## src/rtl/lzc_unit.sv

```systemverilog
// ---------------------------------------------------------------------------
// lzc_unit -- registered leading-zero counter for the BFloat16 datapath.
//
// Counts the zero bits of data_i above its highest set bit (MSB first) and
// registers the count one cycle later. Normalisation logic uses the count as
// a left-shift amount.
//
// Parameters
//   W       input data width, any W >= 1
//   CNT_W   count width, wide enough to hold 0..W
//
// Ports
//   clk      in   1      clock, rising edge
//   rst      in   1      asynchronous active-high reset
//   valid_i  in   1      data_i valid, captured on the clk edge
//   data_i   in   W      operand, bit W-1 is the MSB
//   valid_o  out  1      result registers hold a result captured last cycle
//   cnt_o    out  CNT_W  leading-zero count, 0..W (W for an all-zero operand)
//   zero_o   out  1      captured operand was all zeros
// ---------------------------------------------------------------------------
module lzc_unit #(
    parameter int W = 16,
    localparam int CNT_W = $clog2(W + 1)
) (
    input  logic             clk,
    input  logic             rst,
    input  logic             valid_i,
    input  logic [W-1:0]     data_i,
    output logic             valid_o,
    output logic [CNT_W-1:0] cnt_o,
    output logic             zero_o
);

    // Tree depth and padded width. At least one level is kept so that the
    // tree count is never zero bits wide (matters for W = 1).
    localparam int LOG = (W <= 2) ? 1 : $clog2(W);
    localparam int P   = 1 << LOG;

    // Operand padded on the LSB side with ones up to P bits. The padding
    // sits below every real bit, so it can only terminate the count and an
    // all-zero operand naturally yields exactly W.
    logic [P-1:0] padded;

    generate
        if (P == W) begin : g_nopad
            assign padded = data_i;
        end else begin : g_pad
            assign padded = {data_i, {(P - W){1'b1}}};
        end
    endgenerate

    // Binary tree. Level gi has P>>gi nodes; each node covers 2^gi bits and
    // carries "has a set bit" (v) plus the leading-zero count within its span
    // (c, LOG bits per node, upper bits zero at shallow levels).
    // Merging two children: if the upper half has a one, its count wins;
    // otherwise the count is the full upper-half span (2^(gi-1)) plus the
    // lower half's count, which is an OR because the lower count is smaller.
    genvar gi, gj;
    generate
        for (gi = 0; gi <= LOG; gi++) begin : lvl
            localparam int N = P >> gi;
            logic [N-1:0]     v;
            logic [N*LOG-1:0] c;

            if (gi == 0) begin : g_leaf
                assign v = padded;
                assign c = '0;
            end else begin : g_node
                for (gj = 0; gj < N; gj++) begin : g_merge
                    logic hi_v;
                    logic lo_v;
                    logic [LOG-1:0] hi_c;
                    logic [LOG-1:0] lo_c;

                    assign hi_v = lvl[gi-1].v[2*gj+1];
                    assign lo_v = lvl[gi-1].v[2*gj];
                    assign hi_c = lvl[gi-1].c[(2*gj+1)*LOG +: LOG];
                    assign lo_c = lvl[gi-1].c[(2*gj)*LOG +: LOG];

                    assign v[gj] = hi_v | lo_v;
                    assign c[gj*LOG +: LOG] = hi_v ? hi_c
                                                   : (lo_c | LOG'(1 << (gi - 1)));
                end
            end
        end
    endgenerate

    logic [CNT_W-1:0] cnt_next;
    logic             zero_next;

    // Without padding the root only loses its "has a one" flag for an
    // all-zero operand; with padding the root is always set and already
    // counts W in that case.
    always_comb begin
        zero_next = ~|data_i;
        cnt_next  = CNT_W'(W);
        if (lvl[LOG].v[0]) begin
            cnt_next = CNT_W'(lvl[LOG].c);
        end
    end

    always_ff @(posedge clk or posedge rst) begin
        if (rst) begin
            valid_o <= 1'b0;
            cnt_o   <= '0;
            zero_o  <= 1'b0;
        end else begin
            valid_o <= valid_i;
            if (valid_i) begin
                cnt_o  <= cnt_next;
                zero_o <= zero_next;
            end
        end
    end

endmodule

```

## config.mk

```make
export PLATFORM = sky130hd
export DESIGN_NAME = lzc_unit
export DESIGN_NICKNAME = d
export VERILOG_FILES = /design/src/rtl/lzc_unit.sv
export SDC_FILE = /design/constraint.sdc
export NUM_CORES = 1
export LEC_CHECK = 0
export CAP_MARGIN = 30
export CORE_AREA = 2 2 39 41
export CTS_BUF_LIST = sky130_fd_sc_hd__clkbuf_4 sky130_fd_sc_hd__clkbuf_8
export DETAILED_ROUTE_END_ITERATION = 12
export DIE_AREA = 0 0 41 43
export GPL_ROUTABILITY_DRIVEN = 1
export PLACE_DENSITY = 0.7
export SYNTH_ARGS = -nofsm -noshare
export SYNTH_HDL_FRONTEND = slang
export SYNTH_SLANG_ARGS = --single-unit
```

## constraint.sdc

```tcl
create_clock -name clk -period 0.9 [get_ports clk]
set_clock_uncertainty 0.2 [all_clocks]
set_input_delay 0.135 -clock clk [delete_from_list [all_inputs] [get_ports clk]]
set_output_delay 0.135 -clock clk [all_outputs]
set_load 0.01 [all_outputs]
```

==> results.md, run 1 <==
- WP data required: 0.84 ns
- Core box area: 1380 µm²
- Multi-input gate area: 287 µm²
- Critical R2R Capture: cnt_o[3]
- Sequential-to-total area share from yosys stat: 39.0%
- Largest net degree at the start of global routing: 7
- Power share of the clock group: 34.0%
- Critical Path End Type: flop
- Startpoint Class: primary input
- Critical path peak fanout: 3
- Root buffer cell: clkbuf_4
- Drt pass-1 iters: 2
- CP peak stage delay: 0.33 ns
- Reg2Reg Depth: 2
- Syn Nets: 62
- Fmax: 735 MHz
- Drt drc: 0
- Yosys cell types: 23
- Top cell type by total area after synthesis: dfrtp_1
- DP Worst Slack: -1.04 ns
- Final antenna-violating net count: 0
- Max_cap viols: 0
- Final TNS setup: -3.35 ns
- Main area contributors after synthesis: dfrtp_1 39%, inv_1 5.8%, nor4_1 4.9%
- CP Class: primary input to flop
- Full die area: 1760 µm²
- Cell Count, Final, Fillers Out: 110
- Input/output buffers: 25
- Initial drt markers: 4
- Placement Rows: 14
- CTS Sinks: 6
- Vias in the first global route: 544
- HPWL Detailed: 906 µm
- Reg2reg setup slack: -0.17 ns
- Commonest non-fill, non-tap cell in the layout: buf_4
- Max-slew headroom: 79.2%
- Die X-Extent: 41 µm
- Die H: 43 µm
- Clock buffer depth: 2
- CTS clk-pin slew, worst paths: 0.05 ns
- Slowest library cell on the worst path: a221oi_2
- Failing checks: negative hold slack, negative setup slack
- RSZ-0062 raised after global routing: true
- Global-route usage over all layers: 18.1%
- Worst skew pair latency: 0.25 ns
- Syn Inst Count: 43
- Peak supply drop: 0.000478 V
- Setup WS post-layout: -0.461 ns
- GPL Wtd Cong: 0.753
- First-pass GRT wire length: 2120 µm
- Crit share post-route: 151%
- Synthesized cell area: 385 µm²
- Fin. Hold Viols: 6
- Filler cell count: 130
- Synth warn: 0
- Switching pwr: 0.227 mW
- Cell Chain, Critical Path: dlygate4sd2_1, or2b_1, a221oi_2, nor4b_4, a221o_1
- GRT overflow: 0
- Nets: 115
- Area Overhead vs Synth: 126%
- WL/cell: 12.7 µm
- Layout cells sized above 1: 63.8%
- Post-synth top area share: 39.0%
- TritonCTS clock tree: yes
- Num CTS Buffers: 3
- Leakage power: 0.444 nW
- Vias/cell: 4.84
- Worst reg2reg path startpoint: cnt_o[3]
- Status: finished, violations left
- Register share of total power: 36.3%
- Commonest cells after routing, fill and taps aside: 22 x buf_4, 14 x buf_2, 6 x inv_1, 6 x dfrtp_1, 6 x buf_6
- Worst min path class: primary input to async pin
- Internal power: 0.568 mW
- Post-layout power: 0.795 mW
- H-tree Lvls: 1
- CP arrival: 1.30 ns
- Placed cell count: 100
- Routed WL: 1400 µm
- Synthesized area per cell: 8.96 µm²
- Final setup viols: 12
- Pins Over Slew Limit: 0
- Hold_ws: -0.109 ns
- Worst-margin pin slew: 0.312 ns
- Ports: 26
- Sequential cell area: 150 µm²
- Routed vias: 532
- Final worst path period need: 1.36 ns
- PwrDens: 911 nW/µm²
- FF+latch count, synth: 6
- Comb pwr share: 29.6%
- Initial core utilization: 27.8%
- Sw Ratio: 28.6%
- ANT cells: 0
- Initial antenna violation count: 0
## cell usage after synthesis, drive strengths merged
library cell / n
inv: 6
a211oi: 1
a21o: 1
nand2: 1
and3: 1
buf: 1
dfrtp: 6
nor3: 3
nor2: 4
a22o: 1
a21oi: 3
a221o: 1
mux2: 1
nor4: 3
o2bb2ai: 1
or2b: 2
o21ai: 1
nor4b: 1
a221oi: 1
or4: 2
o41ai: 1
and2: 1
## metrics by stage
step	util, %	area [µm²]
after floorplan	-	394
after global placement	56.7	785
after detailed placement	56.7	785
after CTS	58.8	813
after global routing	63.0	872
final	63.0	872
## flip-flops by register name, indices dropped and copies added, names as in the netlist
signal and flops:
cnt_o 4, valid_o 1, zero_o 1
## what timing repair did
action | in CTS | in global routing
gates resized for setup | 94 | 7
buffers inserted | 3 | 4
endpoints found under the setup margin | 12 | 12
pin swaps | 8 | 3
endpoints found under the hold margin | 6 | 6
## routing by layer
layer  global-route usage [%]  part of all wire, %  vias up
li1                         -                    -      265
met1                     20.2                   39      245
met2                     32.2                   54       19
met3                     1.57                  5.6        3
met4                     8.00                  1.4        0
met5                        0                    0        -
## worst max path at each step
stage,startpoint,endpoint,slack [ns],depth (start not counted)
finish,data_i[2],cnt_o[0],-0.46,5
global route,data_i[14],cnt_o[0],-0.51,5
CTS,data_i[10],cnt_o[0],-0.45,5
detailed placement,data_i[12],cnt_o[0],-1.04,5
global placement,data_i[12],cnt_o[0],-1.03,5
floorplan,data_i[12],cnt_o[0],-0.55,4
## worst max-delay path: cells and delay by family
kind	cells	cell delay, ns
AO/OA/AOI/OAI	2	0.59
buffers and inverters	1	0.26
AND/OR/NAND/NOR	2	0.31
## power by group through the flow
| stage | clock, mW | combinational (mW) | sequential, mW |
|---|---|---|---|
| after global placement | 0 | 0.227 | 0.293 |
| after floorplan | 0 | 0.0458 | 0.298 |
| after detailed placement | 0 | 0.230 | 0.293 |
| after CTS | 0.256 | 0.216 | 0.288 |
| final | 0.271 | 0.235 | 0.289 |
| after global routing | 0.276 | 0.254 | 0.289 |
## cell type report
| cell class | count | area share [%] |
|---|---|---|
| Tap cell | 16 | 2.30 |
| Multi-Input combinational cell | 30 | 32.9 |
| Timing Repair Buffer | 49 | 42.5 |
| Clock buffer | 3 | 2.58 |
| Inverter | 6 | 2.58 |
| Sequential cell | 6 | 17.2 |
## logic make-up after synthesis
group | Yosys count | synth area share (%)
muxes | 1 | 2.92
DFF | 6 | 39.0
AOI/OAI and AO/OA | 11 | 20.8
and+or+nand+nor | 18 | 29.5
buffers and inverters | 7 | 7.79
Power figures use the tool's default switching activity.
==> inputs of run 2 (changes only) <==
--- a/config.mk
+++ b/config.mk
@@ -11,7 +11,7 @@
 export DETAILED_ROUTE_END_ITERATION = 12
 export DIE_AREA = 0 0 41 43
 export GPL_ROUTABILITY_DRIVEN = 1
-export PLACE_DENSITY = 0.7
+export PLACE_DENSITY = 0.68
 export SYNTH_ARGS = -nofsm -noshare
 export SYNTH_HDL_FRONTEND = slang
 export SYNTH_SLANG_ARGS = --single-unit
==> constraint.sdc (replaced) <==
create_clock -name clk -period 1.5 [get_ports clk]
set_clock_uncertainty 0.2 [all_clocks]
set_input_delay 0.225 -clock clk [delete_from_list [all_inputs] [get_ports clk]]
set_output_delay 0.225 -clock clk [all_outputs]
set_load 0.01 [all_outputs]
==> run 2 against run 1 <==
  * Hold slack improved by 0.30 ns
  * The run now ends clean
  * Critical path type unchanged
  * Clock power is 43% lower
  * Global-route usage rose by 0.83 points
  * Cell area shrank 9.2%
  * Total power shrank 43%
  * Via count decreased by 8.3%
  * Largest cell class unchanged
  * Setup slack better by 0.49 ns
  * Routed wire length down 3.8%
  * Combinational power decreased by 47%
==> results.md, run 2 (synthesized netlist as in run 1, its figures left out) <==
- Worst reg2reg path startpoint: cnt_o[0]
- Routed vias: 488 (-8.3%)
- Initial antenna violation count: 0 (unchanged)
- Reg2Reg Depth: 1 (-1)
- Drt pass-1 iters: 4 (+2)
- Area Overhead vs Synth: 106%
- Status: completed
- ANT cells: 0 (unchanged)
- Vias in the first global route: 502 (-7.7%)
- PwrDens: 571 nW/µm² (-37%)
- Sequential cell area: 150 µm² (unchanged)
- Initial core utilization: 27.8% (unchanged)
- GRT overflow: 0 (unchanged)
- Layout cells sized above 1: 41.2% (-23 points)
- Final worst path period need: 1.47 ns
- CP arrival: 1.41 ns (+0.11 ns)
- TritonCTS clock tree: yes
- Critical R2R Capture: cnt_o[0]
- Crit path capture: cnt_o[0]
- Multi-input gate area: 258 µm² (-10%)
- DP Worst Slack: -0.558 ns (+0.483 ns)
- Nets: 106 (-7.8%)
- CTS Sinks: 6 (unchanged)
- Worst min path class: primary input to flop
- Startpoint Class: primary input
- Leakage power: 0.404 nW (-9.1%)
- Initial drt markers: 5 (+1)
- Commonest cells after routing, fill and taps aside: 14 x dlygate4sd2_1, 14 x buf_4, 6 x inv_1, 6 x dfrtp_1
- Crit. Startpoint: data_i[5]
- WP data required: 1.43 ns (+0.59 ns)
- Final antenna-violating net count: 0 (unchanged)
- CTS clk-pin slew, worst paths: 0.05 ns (about the same)
- GPL Wtd Cong: 0.786 (+4.4%)
- Hold depth: 4
- Final setup viols: 0 (-12)
- Fmax: 679 MHz
- Reg2reg setup slack: 0.45 ns (+0.62 ns)
- Ports: 26 (unchanged)
- Top reg by flops: cnt_o
- RSZ-0062 raised after global routing: true
- Max-slew headroom: 80.9% (+1.7 points)
- Die X-Extent: 41 µm (unchanged)
- Critical Path End Type: flop
- Worst-margin pin slew: 0.284 ns (-0.0282 ns)
- Largest net degree at the start of global routing: 7 (unchanged)
- Critical path peak fanout: 4 (+1)
- Fin. Hold Viols: 0 (-6)
- Placement Rows: 14 (unchanged)
- Worst skew pair latency: 0.25 ns (about the same)
- Input/output buffers: 25 (unchanged)
- Final TNS setup: 0 ns (+3.35 ns)
- CP peak stage delay: 0.32 ns (about the same)
- WL/cell: 13.3 µm (+4.8%)
- Crit share post-route: 98.1%
- CP Class: primary input to flop
- Slowest library cell on the worst path: nor4_2
- Global-route usage over all layers: 19.0% (+0.83 points)
- Routed WL: 1350 µm (-3.8%)
- Drt drc: 0 (unchanged)
- Clock buffer depth: 2 (unchanged)
- Filler cell count: 138 (+6.2%)
- Final Instance Area: 792 µm² (-9.2%)
- Pins Over Slew Limit: 0 (unchanged)
- Post-layout power: 0.452 mW (-43%)
- Largest regs: cnt_o: 4 flops, valid_o: 1 flops, zero_o: 1 flops
- Setup WS post-layout: 0.0283 ns (+0.489 ns)
- Full die area: 1760 µm² (unchanged)
- Max_cap viols: 0 (unchanged)
- H-tree Lvls: 1 (unchanged)
- Die H: 43 µm (unchanged)
- First-pass GRT wire length: 2080 µm (-1.7%)
- Root buffer cell: clkbuf_4
- HPWL Detailed: 907 µm (about the same)
- Cell Chain, Critical Path: clkdlybuf4s15_1, nor4_2, buf_4, a211oi_2, nor4b_4, a221o_1
- Max reg flops: 4 (unchanged)
- Peak supply drop: 0.000292 V (-39%)
- Core box area: 1380 µm² (unchanged)
- Area after DPL: 762 µm² (-2.9%)
- Vias/cell: 4.83 (about the same)
- Num CTS Buffers: 3 (unchanged)
[run 2: worst min-delay path by stage]
stage / slack, ns / end / startpoint
2_1_floorplan: -0.18 / cnt_o[0] / rst
3_3_place_gp: 0.26 / cnt_o[2] / rst
3_5_place_dp: 0.26 / valid_o / rst
4_1_cts: 0.21 / cnt_o[2] / data_i[8]
5_1_grt: 0.20 / cnt_o[1] / data_i[12]
6_report: 0.19 / cnt_o[0] / data_i[15]
[run 2: critical path, delay by kind of cell]
kind            cells  cell delay (ns)
compound gates      2             0.33
buf+inv             2             0.40
simple gates        2             0.45
[run 2: per-stage QoR]
step	hold WS [ns]	instances	util (%)
floorplan	-0.184	43	-
global placement	0.255	97	55.1
detailed placement	0.256	97	55.1
CTS	0.206	101	57.3
global route	0.204	101	57.2
finish	0.186	101	57.2
[run 2: timing repair]
item	CTS	global route
buffers inserted	0	0
gates resized for setup	41	9
pin swaps	6	3
hold buffers	1	0
endpoints found under the hold margin	6	0
endpoints found under the setup margin	12	1
[run 2: area by class of cell]
class                           count  share of cell area, %
Sequential cell                     6                   19.0
Clock buffer                        3                   2.84
Timing Repair Buffer               40                   40.3
Multi-Input combinational cell     30                   32.5
Inverter                            6                   2.84
Tap cell                           16                   2.53
[run 2: power by group]
| part | switching, mW | total, mW | internal (mW) |
|---|---|---|---|
| registers | 0.00399 | 0.173 | 0.169 |
| clock network | 0.0630 | 0.154 | 0.0908 |
| logic | 0.0543 | 0.125 | 0.0709 |
| total | 0.121 | 0.452 | 0.331 |
[run 2: per-layer routing]
metal	up-vias	wire, µm	GRT usage [%]
li1	243	-	-
met1	218	494	18.3
met2	21	714	31.6
met3	6	79	2.09
met4	0	61	18.0
met5	-	0	0
